--- src/rtl/way_select_controller.sv ---
// Way-select controller for a set-associative cache.
// Captures a lookup request, resolves the hit way or picks a tree-PLRU victim,
// updates the PLRU state of the set, and presents a registered select.
module way_select_controller #(
  parameter int unsigned lineSize = 512,
  parameter int unsigned ways     = 8,
  parameter int unsigned sets     = 16
) (
  input  logic                    clk,
  input  logic                    rst_n,
  input  logic                    reqValid,
  output logic                    reqReady,
  input  logic [$clog2(sets)-1:0] reqSet,
  input  logic [ways-1:0]         hitVec,
  output logic [$clog2(ways)-1:0] select,
  output logic                    respValid,
  input  logic                    respReady,
  output logic                    respHit,
  output logic [$clog2(ways)-1:0] respWay,
  output logic                    errMultiHit
);

  localparam int unsigned WAY_W = $clog2(ways);
  localparam int unsigned SET_W = $clog2(sets);
  localparam int unsigned NODES = ways - 1;

  // Reject parameter sets the tree walk cannot handle.
  if (lineSize == 0 || ways < 2 || sets < 2 ||
      (ways & (ways - 1)) != 0 || (sets & (sets - 1)) != 0) begin : g_bad_params
    $error("way_select_controller: illegal parameters");
  end

  typedef enum logic [1:0] {
    ST_IDLE   = 2'd0,
    ST_LOOKUP = 2'd1,
    ST_RESP   = 2'd2
  } state_e;

  state_e                       state_q, state_d;
  logic [SET_W-1:0]             set_q, set_d;
  logic [ways-1:0]              hit_q, hit_d;
  logic [WAY_W-1:0]             sel_q, sel_d;
  logic                         resp_hit_q, resp_hit_d;
  logic                         err_q, err_d;
  logic                         valid_q, valid_d;
  logic                         ready_q, ready_d;
  logic [sets-1:0][NODES-1:0]   plru_q, plru_d;

  logic [NODES-1:0]             tree_c;
  logic [NODES-1:0]             tree_upd_c;
  logic [WAY_W-1:0]             victim_c;
  logic [WAY_W-1:0]             low_c;
  logic [WAY_W-1:0]             way_c;
  logic                         any_c;
  logic                         multi_c;

  // Resolve the captured request: lowest hit way, multi-hit flag, PLRU victim,
  // and the updated tree that points away from the chosen way.
  always_comb begin
    logic [WAY_W-1:0] node;
    logic [WAY_W-1:0] unode;
    logic             b;
    tree_c     = plru_q[set_q];
    any_c      = 1'b0;
    multi_c    = 1'b0;
    low_c      = '0;
    victim_c   = '0;
    node       = '0;
    unode      = '0;
    b          = 1'b0;
    for (int unsigned i = 0; i < ways; i++) begin
      if (hit_q[i]) begin
        if (any_c) begin
          multi_c = 1'b1;
        end else begin
          low_c = WAY_W'(i);
        end
        any_c = 1'b1;
      end
    end
    for (int unsigned l = 0; l < WAY_W; l++) begin
      victim_c[WAY_W-1-l] = tree_c[node];
      node = WAY_W'((32'(node) << 1) + 32'd1 + 32'(tree_c[node]));
    end
    way_c      = any_c ? low_c : victim_c;
    tree_upd_c = tree_c;
    for (int unsigned l = 0; l < WAY_W; l++) begin
      b                 = way_c[WAY_W-1-l];
      tree_upd_c[unode] = ~b;
      unode = WAY_W'((32'(unode) << 1) + 32'd1 + 32'(b));
    end
  end

  // Next-state and registered-output decode.
  always_comb begin
    state_d    = state_q;
    set_d      = set_q;
    hit_d      = hit_q;
    sel_d      = sel_q;
    resp_hit_d = resp_hit_q;
    err_d      = err_q;
    valid_d    = valid_q;
    plru_d     = plru_q;
    unique case (state_q)
      ST_IDLE: begin
        if (reqValid) begin
          state_d = ST_LOOKUP;
          set_d   = reqSet;
          hit_d   = hitVec;
        end
      end
      ST_LOOKUP: begin
        state_d        = ST_RESP;
        sel_d          = way_c;
        resp_hit_d     = any_c;
        err_d          = multi_c;
        valid_d        = 1'b1;
        plru_d[set_q]  = tree_upd_c;
      end
      ST_RESP: begin
        if (respReady) begin
          state_d = ST_IDLE;
          valid_d = 1'b0;
        end
      end
      default: begin
        state_d = ST_IDLE;
        valid_d = 1'b0;
      end
    endcase
    ready_d = (state_d == ST_IDLE);
  end

  // State, capture, result and PLRU registers.
  always_ff @(posedge clk or negedge rst_n) begin
    if (!rst_n) begin
      state_q    <= ST_IDLE;
      set_q      <= '0;
      hit_q      <= '0;
      sel_q      <= '0;
      resp_hit_q <= 1'b0;
      err_q      <= 1'b0;
      valid_q    <= 1'b0;
      ready_q    <= 1'b1;
      plru_q     <= '0;
    end else begin
      state_q    <= state_d;
      set_q      <= set_d;
      hit_q      <= hit_d;
      sel_q      <= sel_d;
      resp_hit_q <= resp_hit_d;
      err_q      <= err_d;
      valid_q    <= valid_d;
      ready_q    <= ready_d;
      plru_q     <= plru_d;
    end
  end

  assign reqReady    = ready_q;
  assign select      = sel_q;
  assign respWay     = sel_q;
  assign respValid   = valid_q;
  assign respHit     = resp_hit_q;
  assign errMultiHit = err_q;

endmodule

--- config.mk ---
export PLATFORM = sky130hd
export DESIGN_NAME = way_select_controller
export DESIGN_NICKNAME = d
export VERILOG_FILES = /design/src/rtl/way_select_controller.sv
export SDC_FILE = /design/constraint.sdc
export NUM_CORES = 1
export LEC_CHECK = 0
export CAP_MARGIN = 20
export CORE_MARGIN = 2
export CORE_UTILIZATION = 59
export DETAILED_ROUTE_END_ITERATION = 7
export DONT_BUFFER_PORTS = 1
export PLACE_DENSITY = 0.75
export SLEW_MARGIN = 20
export SYNTH_ARGS = -nofsm -noshare
export SYNTH_HDL_FRONTEND = slang
export SYNTH_SLANG_ARGS = --single-unit
--- constraint.sdc ---
create_clock -name clk -period 4.6 [get_ports clk]
set_clock_uncertainty 0.05 [all_clocks]
set_input_delay 1.15 -clock clk [delete_from_list [all_inputs] [get_ports clk]]
set_output_delay 1.15 -clock clk [all_outputs]
set_load 0.01 [all_outputs]
==> metrics.md <==
| Metric | Value |
|---|---|
| Outcome | `finished, final reports clean` |
| TritonCTS clock tree | `yes` |
| # hold bufs at CTS | `0` |
| Total routed wirelength | `17.3 mm` |
| Share of the clock period used by the worst path after layout | `0.842` |
| Setup repair after global routing missed its margin | `false` |
| Hold crit path type | `primary input to asynchronous set/reset pin` |
| Kind of launch point of the worst setup path | `flop` |
| DRC marker count from the first detailed-route iteration | `593` |
| Proportion of layout cells with a drive suffix above 1 | `0.151` |
| Instance count of the mapped netlist | `656` |
| Total of max-cap violations | `0` |
| Deepest clock path buffer count | `2` |
| Quantity of gates resized following cts | `0` |
| Achievable clock frequency | `258 MHz` |
| Global placement routability congestion | `0.883` |
| Critical Path RT | `5.00 ns` |
| Drt pass-1 iters | `6` |
| Clock latency of the later-clocked register in the worst-skew pair | `0.53 ns` |
| Drt drc | `0` |
| Count of nets left with antenna violations after detail routing | `0` |
| Die area | `11800 µm²` |
| Wire length per cell | `21.5 µm` |
| Die Height | `109 µm` |
| Endpoint kind of the worst setup timing path | `flop` |
| Most common cell after layout, fill and taps aside | `nor2_1` |
| Clock buffer count from CTS | `17` |
| Row count | `38` |
| Top-level port count | `26` |
| Antenna violations before repair | `0` |
| Clock slew at the register clock pins of the worst setup and hold paths | `0.06 ns` |
| Final setup viols | `0` |
| Shortest clock period the worst path allows after layout | `3.87 ns` |
| Power density of the placed cells | `857 nW/µm²` |
| Overall power after layout | `6.16 mW` |
| Core region area | `10800 µm²` |
| Yosys Warn Count | `0` |
| Final HPWL DP | `11.2 mm` |
| Chip Width | `109 µm` |
| Number of setup buffers added after CTS | `0` |
| Critical Path AT | `4.28 ns` |
| Initial standard-cell utilization of the core | `0.600` |
| Number of clock sinks seen by CTS | `133` |
| Sequential-to-total area share from yosys stat | `0.514` |
| Final hold vios | `0` |
| Global-route wire length before repair | `26.7 mm` |
| Most used cells in the layout excluding fill and tap cells | `nor2_1 (156), dfrtp_1 (131), nand2_1 (77)` |
| Overflow after GRT | `0` |
| Relative max-transition margin | `0.247` |
| Total leakage power | `3.17 nW` |
| Mean instance size in the synthesized netlist | `9.87 µm²` |
| Number of synthesized register bits | `133` |
| Nets | `669` |
| Via Count | `5174` |
| Maximum fanout encountered on the critical timing path | `16` |
| Global routing usage summed across all routing layers | `0.313` |
| Level count of the clock H-tree | `4` |
| Number of distinct library cells after synthesis | `42` |
| Root buffer cell | `clkbuf_8` |
| Worst Tran Pin Value | `1.13 ns` |
| Max Slew Vio Count | `0` |
| Mapped Area | `6480 µm²` |
| Critical path class | `flop to flop` |
| Antenna diode instance count | `0` |
| Aggregate negative setup slack | `0 ns` |
| Growth of design area from synthesis to finish | `10.9%` |
| Worst Hold Slack | `0.270 ns` |
| Number of port buffers | `0` |
| Pin count of the biggest net entering global routing | `134` |
| Maximum vdd ir drop | `0.508 mV` |
| Via count of the first global-routing pass | `5080` |
| Via-to-Cell Ratio | `6.44` |
| Syn_nets | `675` |
cell type report:
type	count	area (µm²)
Fill cell	782	3610
Sequential cell	133	3330
Multi-Input combinational cell	480	2960
Clock buffer	20	445
Tap cell	140	175
Clock inverter	12	153
Timing Repair Buffer	13	97.6
Inverter	5	18.8
per-layer routing:
metal,GRT usage,wire [µm],up-vias
met5,0,0,-
met4,0.164,713,0
met2,0.496,8440,290
met3,0.100,1820,77
li1,-,-,2261
met1,0.385,6300,2546
final timing paths:
check	from	end	slack (ns)	cells past startpoint
setup / recovery	set_q[1]	plru_q[96]	0.73	11
hold / removal	rst_n	set_q[2]	0.27	0
setup reg to reg	set_q[1]	plru_q[96]	0.73	11
hold reg to reg	plru_q[72]	plru_q[72]	0.43	2
max in group asynchronous	rst_n	reqReady	3.98	0
min in group clk	plru_q[72]	plru_q[72]	0.43	2
per-stage QoR:
| stage | instance area, µm² | setup slack [ns] | instances | util |
|---|---|---|---|---|
| floorplan | 6480 | 1.38 | 656 | - |
| global placement | 6570 | 0.899 | 771 | 0.609 |
| detailed placement | 6580 | 0.727 | 771 | 0.609 |
| CTS | 7170 | 0.722 | 803 | 0.665 |
| global route | 7180 | 0.456 | 803 | 0.665 |
| finish | 7180 | 0.725 | 803 | 0.665 |
critical path, stage by stage (launching register included):
cell	delay, ns
dfrtp_1	0.84
mux4_2	0.40
mux2i_1	0.28
mux2_2	0.27
o211ai_2	0.16
nand2_1	0.11
a211o_1	0.12
nand2_1	0.09
ha_1	0.25
nor2b_1	0.87
nor2_1	0.17
a21oi_1	0.19
power breakdown:
part | internal (mW) | switching, mW | total [mW]
combinational | 1.12 | 1.48 | 2.60
clock | 0.855 | 0.515 | 1.37
sequential | 1.72 | 0.466 | 2.18
cells by family after synthesis:
logic type                 synth area share
and+or+nand+nor                       0.172
AOI/OAI and AO/OA                     0.123
DFF                                   0.514
muxes                                 0.152
buffers and inverters                0.0309
adders and majority gates           0.00734
sequential cells by signal (all words and copies together) (netlist names):
name,count
errMultiHit,1
hit_q,8
plru_q,112
reqReady,1
respHit,1
respValid,1
respWay,3
set_q,4
state_q,2
cell usage after synthesis (all sizes together):
library cell | n | area share
nor2 | 156 | 0.090
dfrtp | 132 | 0.51
nand2 | 77 | 0.045
a21oi | 67 | 0.052
o21ai | 62 | 0.048
mux4 | 33 | 0.11
clkbuf | 20 | 0.012
buf | 18 | 0.016
mux2 | 16 | 0.028
nand3 | 11 | 0.0085
nor3 | 9 | 0.0070
nor2b | 7 | 0.0068
mux2i | 6 | 0.0093
inv | 5 | 0.0029
nand2b | 5 | 0.0048
o211ai | 4 | 0.0054
ha | 3 | 0.0058
a211o | 2 | 0.0027
and2 | 2 | 0.0019
and3 | 2 | 0.0019
nand4 | 2 | 0.0019
o2111ai | 2 | 0.0027
a211oi | 1 | 0.0031
a21bo | 1 | 0.0015
a21boi | 1 | 0.0012
a22oi | 1 | 0.0012
a311o | 1 | 0.0015
a31oi | 1 | 0.00097
dfstp | 1 | 0.0041
maj3 | 1 | 0.0015
nor3b | 1 | 0.0012
nor4 | 1 | 0.00097
nor4b | 1 | 0.0014
o21a | 1 | 0.0012
o22ai | 1 | 0.00097
o2bb2ai | 1 | 0.0014
or3 | 1 | 0.00097
Note: power is estimated with default switching activity, not from simulation.
